### config.mk
export PLATFORM = sky130hd
export DESIGN_NAME = mult_div_unit
export DESIGN_NICKNAME = d
export VERILOG_FILES = /design/src/rtl/mult_div_unit_pkg.sv /design/src/rtl/mult_div_unit.sv
export SDC_FILE = /design/constraint.sdc
export NUM_CORES = 1
export LEC_CHECK = 0
export BUFFER_PORTS_ARGS = -buffer_cell sky130_fd_sc_hd__buf_2
export CAP_MARGIN = 20
export CORE_AREA = 2 2 213 215
export DETAILED_ROUTE_END_ITERATION = 8
export DIE_AREA = 0 0 215 217
export MAX_ROUTING_LAYER = met4
export PLACE_DENSITY = 0.58
export SYNTH_ARGS = -nofsm -noshare
export SYNTH_HDL_FRONTEND = slang
export SYNTH_SLANG_ARGS = --single-unit
export TNS_END_PERCENT = 30
### constraint.sdc
create_clock -name clk -period 9.7 [get_ports clk]
set_input_delay 1.94 -clock clk [delete_from_list [all_inputs] [get_ports clk]]
set_output_delay 1.94 -clock clk [all_outputs]
set_load 0.005 [all_outputs]
### src/rtl/mult_div_unit_pkg.sv
// Shared definitions for the HI/LO multiply/divide unit: op encodings,
// FSM state type and default sizing.
package mult_div_unit_pkg;

  localparam int MDU_WIDTH = 32;
  localparam int MDU_CNT_W = 5;

  typedef enum logic [2:0] {
    MDU_MULT  = 3'b000,
    MDU_MULTU = 3'b001,
    MDU_DIV   = 3'b010,
    MDU_DIVU  = 3'b011,
    MDU_MTHI  = 3'b100,
    MDU_MTLO  = 3'b101
  } mdu_op_e;

  typedef enum logic [1:0] {
    S_IDLE = 2'd0,
    S_CALC = 2'd1,
    S_FIX  = 2'd2
  } mdu_state_e;

endpackage

### src/rtl/mult_div_unit.sv
// Iterative HI/LO multiply/divide unit. One radix-2 step per cycle over a
// shared shift datapath, then a single sign fix-up / writeback cycle.
//
//   state  | meaning
//   -------+-----------------------------------------------------------
//   S_IDLE | waiting for start; MTHI/MTLO complete here in one cycle
//   S_CALC | WIDTH shift-add (mult) or restoring-subtract (div) steps
//   S_FIX  | apply sign fix-up, write HI/LO, raise done for one cycle
module mult_div_unit
  import mult_div_unit_pkg::*;
#(
  parameter int WIDTH = MDU_WIDTH,
  parameter int CNT_W = MDU_CNT_W
) (
  input  logic             clk,
  input  logic             reset,
  input  logic             start,
  input  logic [2:0]       op,
  input  logic [WIDTH-1:0] rs_data,
  input  logic [WIDTH-1:0] rt_data,
  input  logic             flush,
  output logic             busy,
  output logic             done,
  output logic [WIDTH-1:0] hi,
  output logic [WIDTH-1:0] lo
);

  // Two's-complement magnitude; the most negative value maps onto itself,
  // which is exactly its magnitude when read as unsigned.
  function automatic logic [WIDTH-1:0] f_mag(input logic [WIDTH-1:0] x, input logic neg);
    return neg ? (~x + 1'b1) : x;
  endfunction

  mdu_state_e r_state, w_state_nxt;

  logic [CNT_W-1:0]   r_cnt;
  logic               r_div;
  logic               r_sa, r_sb;
  logic [WIDTH-1:0]   r_a, r_b;
  logic [2*WIDTH-1:0] r_acc;
  logic [WIDTH-1:0]   r_rem;
  logic [WIDTH-1:0]   r_hi, r_lo;
  logic               r_done;

  logic               w_start_md;
  logic               w_signed_op;
  logic               w_neg_a, w_neg_b;
  logic [WIDTH-1:0]   w_mag_a, w_mag_b;
  logic [WIDTH:0]     w_sum;
  logic [WIDTH:0]     w_shift;
  logic               w_ge;
  logic [WIDTH-1:0]   w_diff;
  logic               w_neg_q;
  logic [2*WIDTH-1:0] w_prod;
  logic [WIDTH-1:0]   w_quo, w_rem;
  logic               w_div0;

  assign w_start_md  = start && !op[2];
  assign w_signed_op = (op == MDU_MULT) || (op == MDU_DIV);
  assign w_neg_a     = w_signed_op && rs_data[WIDTH-1];
  assign w_neg_b     = w_signed_op && rt_data[WIDTH-1];
  assign w_mag_a     = f_mag(rs_data, w_neg_a);
  assign w_mag_b     = f_mag(rt_data, w_neg_b);

  // Multiply step: add multiplicand into the upper half, keep the carry,
  // shift the whole accumulator right by one.
  assign w_sum = {1'b0, r_acc[2*WIDTH-1:WIDTH]} + (r_acc[0] ? {1'b0, r_a} : {(WIDTH+1){1'b0}});

  // Divide step: remainder is the low WIDTH bits; the shifted value needs one
  // extra bit. When it fits, the true difference is below 2^WIDTH, so a
  // WIDTH-bit subtract is exact.
  assign w_shift = {r_rem, r_acc[WIDTH-1]};
  assign w_ge    = (w_shift >= {1'b0, r_b});
  assign w_diff  = w_shift[WIDTH-1:0] - r_b;

  // Sign fix-up; sign flags are only ever set for the signed ops.
  assign w_neg_q = r_sa ^ r_sb;
  assign w_prod  = w_neg_q ? (~r_acc + 1'b1) : r_acc;
  assign w_quo   = w_neg_q ? (~r_acc[WIDTH-1:0] + 1'b1) : r_acc[WIDTH-1:0];
  assign w_rem   = r_sa ? (~r_rem + 1'b1) : r_rem;
  assign w_div0  = (r_b == '0);

  // State register.
  always_ff @(posedge clk or negedge reset) begin
    if (!reset) r_state <= S_IDLE;
    else        r_state <= w_state_nxt;
  end

  // Next-state logic; flush only matters once an op is in flight.
  always_comb begin
    w_state_nxt = r_state;
    unique case (r_state)
      S_IDLE: if (w_start_md) w_state_nxt = S_CALC;
      S_CALC: begin
        if (flush)                                w_state_nxt = S_IDLE;
        else if (r_cnt == CNT_W'(WIDTH - 1))      w_state_nxt = S_FIX;
      end
      S_FIX:   w_state_nxt = S_IDLE;
      default: w_state_nxt = S_IDLE;
    endcase
  end

  // Operand latch, iteration datapath and HI/LO writeback.
  always_ff @(posedge clk or negedge reset) begin
    if (!reset) begin
      r_cnt  <= '0;
      r_div  <= 1'b0;
      r_sa   <= 1'b0;
      r_sb   <= 1'b0;
      r_a    <= '0;
      r_b    <= '0;
      r_acc  <= '0;
      r_rem  <= '0;
      r_hi   <= '0;
      r_lo   <= '0;
      r_done <= 1'b0;
    end else begin
      r_done <= 1'b0;
      unique case (r_state)
        S_IDLE: begin
          if (w_start_md) begin
            r_cnt <= '0;
            r_div <= op[1];
            r_sa  <= w_neg_a;
            r_sb  <= w_neg_b;
            r_a   <= w_mag_a;
            r_b   <= w_mag_b;
            r_rem <= '0;
            r_acc <= op[1] ? {{WIDTH{1'b0}}, w_mag_a} : {{WIDTH{1'b0}}, w_mag_b};
          end else if (start && op == MDU_MTHI) begin
            r_hi <= rs_data;
          end else if (start && op == MDU_MTLO) begin
            r_lo <= rs_data;
          end
        end
        S_CALC: begin
          if (!flush) begin
            r_cnt <= r_cnt + CNT_W'(1);
            if (r_div) begin
              r_rem              <= w_ge ? w_diff : w_shift[WIDTH-1:0];
              r_acc[WIDTH-1:0]   <= {r_acc[WIDTH-2:0], w_ge};
            end else begin
              r_acc <= {w_sum, r_acc[WIDTH-1:1]};
            end
          end
        end
        S_FIX: begin
          if (!flush) begin
            r_done <= 1'b1;
            if (r_div) begin
              r_hi <= w_rem;
              r_lo <= w_div0 ? {WIDTH{1'b1}} : w_quo;
            end else begin
              {r_hi, r_lo} <= w_prod;
            end
          end
        end
        default: ;
      endcase
    end
  end

  assign busy = (r_state != S_IDLE);
  assign done = r_done;
  assign hi   = r_hi;
  assign lo   = r_lo;

endmodule

==> out/results.txt, run 1 <==
Status = finished, final reports clean
Post-synthesis net count = 2,316
Critical path's largest stage delay = 640 ps
CP Class = input pin to flop
Post-synthesis sequential area ratio = 33.3%
Die Y = 217 um
Num CTS Buffers = 30
Placed Cells = 2,803
Pins Over Slew Limit = 0
Gr usage total = 28.5%
Actual slew at the worst max-slew pin = 1120 ps
Final std cells w/o fill = 2,860
Initial Util = 39.4%
Clock transition at path regs = 60 ps
Area Growth Syn to Fin = 13.3%
Pwr Density = 204 nW/um2
CP max FO = 30
Die area = 46,700 um2
CTS tree = yes
R2r setup slk = 5830 ps
Max VDD drop = 0.146 mV
Fraction of synthesized area in multiplexers = 4.43%
Worst path required time = 10,180 ps
DRC violations left = 0
Synth Area in Adders = 5.19%
Worst Hold Path EP = r_a[31]
Endpoints failing setup = 0
Worst hold path class = flop to flop
Startpoint of the worst hold path = r_a[31]
Total number of vias = 17.0k
Routability Congestion = 0.966
Clk_lat worst skew = 580 ps
IO buf count = 136
Chip Width = 215 um
RSZ-0062 raised after global routing = false
Setup TNS = 0 ps
DP Wirelength = 49,000 um
Antenna-violating nets left = 0
Yosys cell types = 75
Largest net degree at the start of global routing = 127
Fin nets = 2,380
Post-Syn Instances = 2,173
Share of layout cells above drive strength 1 = 11.3%
Simple-Gate Fraction of Synth Area = 19.7%
Worst EP arrival = 4540 ps
Final Skew = 12.4 ps
Async S/R FF share, synth = 100%
Post-synth EDFFs = 0
Top Ports = 137
Site Rows = 78
Mean Syn Cell Area = 8.11 um2
Cell chain of the critical path = buf_2 -> nand2b_1 -> clkinv_1 -> nor2_2 -> buf_4 -> or3_1 -> o21ai_0 -> a221oi_1
Number of global-route vias before repair = 16.2k
Wire per inst = 22.9 um
Synth Area in Compound Gates = 23.6%
Largest family of logic cells by synthesized area = compound AO/OA/AOI/OAI gates
Commonest cells after routing, fill and taps aside = 291 x nand2_1, 234 x dfrtp_1, 222 x o21ai_0
Worst reg2reg startpoint = r_acc[0]
Max Cap Viol = 0
Synth Area in XOR/XNOR = 9.44%
Worst-case clock buffer depth = 3
Rel. slew slack = 25.4%
DR iter-0 viols = 1,528
Cell count of the worst reg-to-reg path = 12
Post-synthesis register bit count = 235
CP max-delay cell = clkinv_1
Final Hold Violating Endpoints = 0
CP Launch Type = input pin
Synth warnings = 0
# H-tree levels = 1
Root Buffer Master = clkbuf_16
Core area = 44,700 um2
Initial antenna violation count = 1
Top_reg_cell synth = dfrtp_1
LEAKAGE = 9.01 nW
# hold bufs at CTS = 0
Routed Wire Length = 65,600 um
Final min period = 4060 ps
Hold Crit Depth = 2
Sink Count = 235
Cts repair resizes = 0
FMAX = 246 MHz
Grt ovf = 0
Worst r2r dst = r_acc[61]
Post-Synthesis Cell Area = 17,600 um2
First-pass GRT wire length = 100,000 um
Total setup buffers inserted after CTS = 0
Fin crit share = 41.9%
Via density = 5.96
Commonest non-fill, non-tap cell in the layout = nand2_1
Pre-antenna DRT Iters = 6
CP endpoint kind = flop
## area by class of cell
class / instances / area [um2]
inverters: 71 / 267
clock inverters: 17 / 308
diodes: 1 / 2.50
multi-input cells: 1740 / 11100
clock buffers: 37 / 828
well taps: 600 / 751
repair buffers: 159 / 896
flip-flops and latches: 235 / 5880
fillers: 4550 / 24700
## worst max-delay path, delay by kind of cell
family / cells / cell delay, ps
buf+inv: 3 / 1220
compound gates: 2 / 290
simple gates: 3 / 1060
## cells by family (layout without fill, tap and decap cells)
kind of cell    Yosys count  in the layout
other cells               0              1
buf+inv                 198            284
xor+xnor                190            190
fa+ha+maj                72             72
mux                      77             77
compound gates          677            677
flops                   235            235
simple gates            724            724
## stage by stage
| step | setup slack (ps) | hold slack (ps) | total power, mW | utilization (%) | cell area, um2 |
|---|---|---|---|---|---|
| after detailed placement | 5130 | 456 | 2.75 | 42.1 | 18800 |
| after global placement | 5170 | 455 | 2.73 | 42.1 | 18800 |
| after global routing | 5460 | 502 | 4.30 | 44.7 | 20000 |
| final | 5640 | 467 | 4.08 | 44.7 | 20000 |
| after CTS | 5750 | 471 | 4.07 | 44.6 | 19900 |
| after floorplan | 5670 | 438 | 2.27 | - | 17600 |
## metal layers
metal / up-vias / part of all wire (%) / track usage, % / wire length [um]
met1: 8247 / 45 / 39.9 / 29600
met2: 745 / 43 / 41.5 / 28000
li1: 7947 / - / - / -
met5: - / 0 / - / 0
met4: 0 / 4.5 / 11.7 / 2950
met3: 105 / 7.7 / 3.98 / 5030
## worst max-delay path by stage
stage / cells after the start / from / end / slack [ps]
final: 8 / flush / hi[29] / 5640
after global routing: 10 / r_acc[0] / r_acc[62] / 5460
after CTS: 8 / op[0] / r_acc[22] / 5750
after detailed placement: 8 / op[0] / r_acc[22] / 5130
after global placement: 8 / op[0] / r_acc[22] / 5170
after floorplan: 7 / rt_data[3] / r_acc[25] / 5670
## sequential cells by signal (all words and copies together) (netlist names)
| signal | count |
|---|---|
| r_div | 1 |
| r_cnt | 5 |
| r_sb | 1 |
| r_a | 32 |
| r_sa | 1 |
| done | 1 |
| lo | 32 |
| r_state | 2 |
| r_rem | 32 |
| r_acc | 64 |
| hi | 32 |
| r_b | 32 |
## synthesized netlist by cell type, drive strengths merged, types with 41 or more instances
master    n  area (um2)
a21o     41         308
a21oi   157         786
and2     44         275
clkbuf  112         420
dfrtp   235        5880
ha       70         876
inv      69         259
mux2i    69         691
nand2   291        1090
nor2    150         563
nor3     50         250
o21ai   239        1200
xnor2    84         736
xor2    106         928
## power breakdown
group,leakage [nW],switching [mW],internal (mW),total [mW]
clock network,0.546,0.490,0.818,1.31
registers,2.97,0.279,1.18,1.46
logic,5.49,0.789,0.527,1.32
Power figures use the tool's default switching activity.
==> run 2: changes to the inputs <==
==> constraint.sdc (replaced) <==
create_clock -name clk -period 3.95 [get_ports clk]
set_input_delay 0.79 -clock clk [delete_from_list [all_inputs] [get_ports clk]]
set_output_delay 0.79 -clock clk [all_outputs]
set_load 0.005 [all_outputs]
==> out/results.txt, run 2 (same netlist as run 1, synthesis figures left out) <==
Clk_lat worst skew = 600 ps
Gr usage total = 28.7%
Worst hold path class = input pin to async pin
Share of layout cells above drive strength 1 = 12.7%
Die area = 46,700 um2
Max Cap Viol = 0
Worst path required time = 4450 ps
Total number of vias = 17.0k
Worst reg2reg startpoint = r_acc[0]
Max VDD drop = 0.373 mV
Grt ovf = 0
Fin crit share = 95.2%
DP Wirelength = 50,200 um
IO buf count = 136
Routability Congestion = 0.970
Initial Util = 39.4%
Total setup buffers inserted after CTS = 0
Sink Count = 235
DR iter-0 viols = 1,572
Final std cells w/o fill = 2,895
Antenna-violating nets left = 0
Final Hold Violating Endpoints = 0
Setup TNS = 0 ps
DRC violations left = 0
Largest net degree at the start of global routing = 136
CP Class = flop to flop
Area Growth Syn to Fin = 15.1%
Site Rows = 78
Reg with most FFs = r_acc
Pwr Density = 501 nW/um2
Root Buffer Master = clkbuf_16
LEAKAGE = 9.20 nW
Wire per inst = 22.7 um
Chip Width = 215 um
Worst EP arrival = 4260 ps
Commonest non-fill, non-tap cell in the layout = nand2_1
Final Skew = 20.3 ps
Via density = 5.88
# hold bufs at CTS = 0
Num CTS Buffers = 31
CTS tree = yes
CP endpoint kind = flop
Commonest cells after routing, fill and taps aside = 291 x nand2_1, 234 x dfrtp_1, 222 x o21ai_0
Max reg flops = 64
Status = finished, final reports clean
Routed Wire Length = 65,800 um
Worst-case clock buffer depth = 3
Core area = 44,700 um2
Die Y = 217 um
Endpoints failing setup = 0
Top Ports = 137
Cell count of the worst reg-to-reg path = 10
Final min period = 3760 ps
Rel. slew slack = 32.1%
Cts repair resizes = 0
CP Launch Type = flop
Fin nets = 2,411
First-pass GRT wire length = 101,000 um
FMAX = 266 MHz
Buf+Inv Stages, Crit Path = 0
R2r setup slk = 190 ps
Pre-antenna DRT Iters = 6
Worst r2r dst = r_acc[62]
CP max FO = 25
Clock transition at path regs = 60 ps
Critical path's largest stage delay = 800 ps
Number of global-route vias before repair = 16.1k
CP most frequent cell = o211ai_1
Initial antenna violation count = 3
Actual slew at the worst max-slew pin = 1020 ps
Cell chain of the critical path = and2_1 -> ha_1 -> o21ai_0 -> o21ai_1 -> nor4bb_1 -> o211ai_1 -> a21oi_1 -> o211ai_1 -> a2111o_1 -> o211ai_1
RSZ-0062 raised after global routing = false
# H-tree levels = 1
CP max-delay cell = dfrtp_1
Placed Cells = 2,834
Pins Over Slew Limit = 0
Delay-heaviest family, CP = compound AO/OA/AOI/OAI gates
## run 2: cell type report
cell class	instances	area, um2
Fill cell	4539	24400
Multi-Input combinational cell	1740	11100
Sequential cell	235	5880
Timing Repair Buffer	189	1130
Clock buffer	38	862
Tap cell	600	751
Clock inverter	20	353
Inverter	71	267
Antenna cell	2	5.00
## run 2: per-stage QoR
stage	power (mW)	hold slack [ps]	util [%]	instance area (um2)	setup WS, ps
global route	10.7	275	45.4	20300	21.9
floorplan	5.57	438	-	17600	887
finish	10.2	228	45.4	20300	191
CTS	10.2	271	45.4	20300	292
detailed placement	6.79	457	42.6	19100	313
global placement	6.74	452	42.6	19100	398
## run 2: worst max-delay path by stage
stage	from	endpoint	slack [ps]	depth (start not counted)
2_1_floorplan	r_acc[0]	r_acc[58]	890	13
3_3_place_gp	r_acc[0]	r_acc[58]	400	10
3_5_place_dp	r_acc[0]	r_acc[62]	310	10
4_1_cts	r_acc[0]	r_acc[62]	290	10
5_1_grt	r_acc[0]	r_acc[58]	20	10
6_report	r_acc[0]	r_acc[62]	190	10
## run 2: metal layers
metal	GRT usage, %	wire, um	vias to the layer above
met5	-	0	-
met4	12.2	3120	0
met3	3.97	4560	114
met2	41.5	28000	688
met1	40.1	30100	8211
li1	-	-	8022
## run 2: power by group
group          internal (mW)  switching [mW]
clock                   2.14            1.20
combinational           1.32            1.96
sequential              2.90           0.658
total                   6.35            3.82
## run 2: worst register-to-register path: cells and delay by family (launching register included)
kind,cells,cell delay [ps]
DFF,1,800
AOI/OAI and AO/OA,7,1700
adders and majority gates,1,220
and+or+nand+nor,2,940
==> run 3: changes to the inputs <==
--- a/config.mk
+++ b/config.mk
@@ -12,6 +12,7 @@
 export DIE_AREA = 0 0 215 217
 export MAX_ROUTING_LAYER = met4
 export PLACE_DENSITY = 0.58
+export RECOVER_POWER = 25
 export SYNTH_ARGS = -nofsm -noshare
 export SYNTH_HDL_FRONTEND = slang
 export SYNTH_SLANG_ARGS = --single-unit
==> out/results.txt, run 3 (same netlist as run 1, synthesis figures left out) <==
Status = complete, but fails checks
Failing checks = max-capacitance violations, max-slew violations
Buf+Inv Stages, Crit Path = 0
Reg with most FFs = r_acc
Critical path depth = 10
Commonest cells after routing, fill and taps aside = 291 x nand2_1, 234 x dfrtp_1, 222 x o21ai_0
Area Growth Syn to Fin = 14.9%
Setup TNS = 0 ps
Cell chain of the critical path = and2_1 -> ha_1 -> o21ai_0 -> o21ai_1 -> nor4bb_1 -> o211ai_1 -> a21oi_1 -> o211ai_1 -> a2111o_1 -> o211ai_1
Worst hold path class = flop to flop
Sink Count = 235
Routability Congestion = 0.970
# H-tree levels = 1
LEAKAGE = 9.18 nW
Number of fill cells = 4,542
Initial antenna violation count = 3
Chip Width = 215 um
Cell count of the worst reg-to-reg path = 10
Pwr Density = 501 nW/um2
Site Rows = 78
Pre-antenna DRT Iters = 6
CP max FO = 25
Routed Wire Length = 65,800 um
Hold Crit Depth = 2
CP max-delay cell = dfrtp_1
Final Hold Violating Endpoints = 0
Number of global-route vias before repair = 16.1k
Max VDD drop = 0.373 mV
Num CTS Buffers = 31
Worst reg2reg startpoint = r_acc[0]
Critical path's largest stage delay = 800 ps
CP Class = flop to flop
Clock transition at path regs = 60 ps
Share of layout cells above drive strength 1 = 12.6%
DR iter-0 viols = 1,572
Actual slew at the worst max-slew pin = 2640 ps
Core area = 44,700 um2
RSZ-0062 raised after global routing = false
Max reg flops = 64
CP Launch Type = flop
Commonest non-fill, non-tap cell in the layout = nand2_1
CP endpoint kind = flop
Initial Util = 39.4%
Rel. slew slack = -76.1%
Fin crit share = 95.2%
Worst r2r dst = r_acc[62]
Final Skew = 20.3 ps
Design Area, Final = 20,300 um2
Final min period = 3760 ps
Antenna-violating nets left = 0
FMAX = 266 MHz
Die Y = 217 um
Die area = 46,700 um2
Endpoints failing setup = 0
Worst path required time = 4450 ps
R2r setup slk = 190 ps
Multi-input gate area = 11,100 um2
Worst EP arrival = 4260 ps
Total setup buffers inserted after CTS = 0
DP Wirelength = 50,200 um
Top Ports = 137
Clk_lat worst skew = 600 ps
Placed cell area = 19,100 um2
DRC violations left = 0
Pins Over Slew Limit = 237
Grt ovf = 0
IO buf count = 136
Reg area = 5880 um2
CP most frequent cell = o211ai_1
Total number of vias = 17.0k
Worst-case clock buffer depth = 3
Worst Hold Path EP = lo[18]
Largest net degree at the start of global routing = 136
Max Cap Viol = 2
Gr usage total = 28.7%
First-pass GRT wire length = 101,000 um
Delay-heaviest family, CP = compound AO/OA/AOI/OAI gates
Startpoint of the worst hold path = lo[18]
Via density = 5.88
Root Buffer Master = clkbuf_16
CTS tree = yes
Cts repair resizes = 0
Fin nets = 2,411
Wire per inst = 22.7 um
# hold bufs at CTS = 0
## run 3: final cells by class
class	count	share of cell area, %
Antenna cell	2	0.0247
Sequential cell	235	29.0
Clock inverter	20	1.74
Tap cell	600	3.70
Clock buffer	38	4.25
Timing Repair Buffer	189	5.40
Inverter	71	1.32
Multi-Input combinational cell	1740	54.5
## run 3: per-layer routing
layer  part of all wire (%)  global-route usage [%]  vias up  routed length [um]
li1                       -                       -     8022                   -
met1                     46                    40.1     8210               30100
met2                     43                    41.5      685               28000
met3                    6.9                    3.97      114                4560
met4                    4.7                    12.2        0                3120
met5                      0                       -        -                   0
## run 3: worst max-delay path by stage
stage	start	end	slack (ps)
5_1_grt	r_acc[0]	r_acc[58]	20
2_1_floorplan	r_acc[0]	r_acc[58]	890
4_1_cts	r_acc[0]	r_acc[62]	290
6_report	r_acc[0]	r_acc[62]	190
3_3_place_gp	r_acc[0]	r_acc[58]	400
3_5_place_dp	r_acc[0]	r_acc[62]	310
## run 3: report_power, final
group          switching (mW)  total, mW  leakage [nW]  internal, mW
clock network            1.20       3.33         0.584          2.14
logic                    1.96       3.27          5.62          1.31
registers               0.658       3.55          2.97          2.90
## run 3: stage by stage
step | power [mW] | hold WS (ps) | setup WS, ps | cells | util (%)
floorplan | 5.57 | 438 | 887 | 2173 | -
global placement | 6.74 | 452 | 398 | 2834 | 42.6
detailed placement | 6.79 | 457 | 313 | 2834 | 42.6
CTS | 10.2 | 271 | 292 | 2892 | 45.4
global route | 10.7 | 487 | 21.9 | 2895 | 45.3
finish | 10.2 | 481 | 191 | 2895 | 45.3
## run 3: worst reg2reg max path: cells and delay by family, from the launching register on
family	cells	cell delay (ps)
AOI/OAI and AO/OA	7	1700
DFF	1	800
adders and majority gates	1	220
and+or+nand+nor	2	940
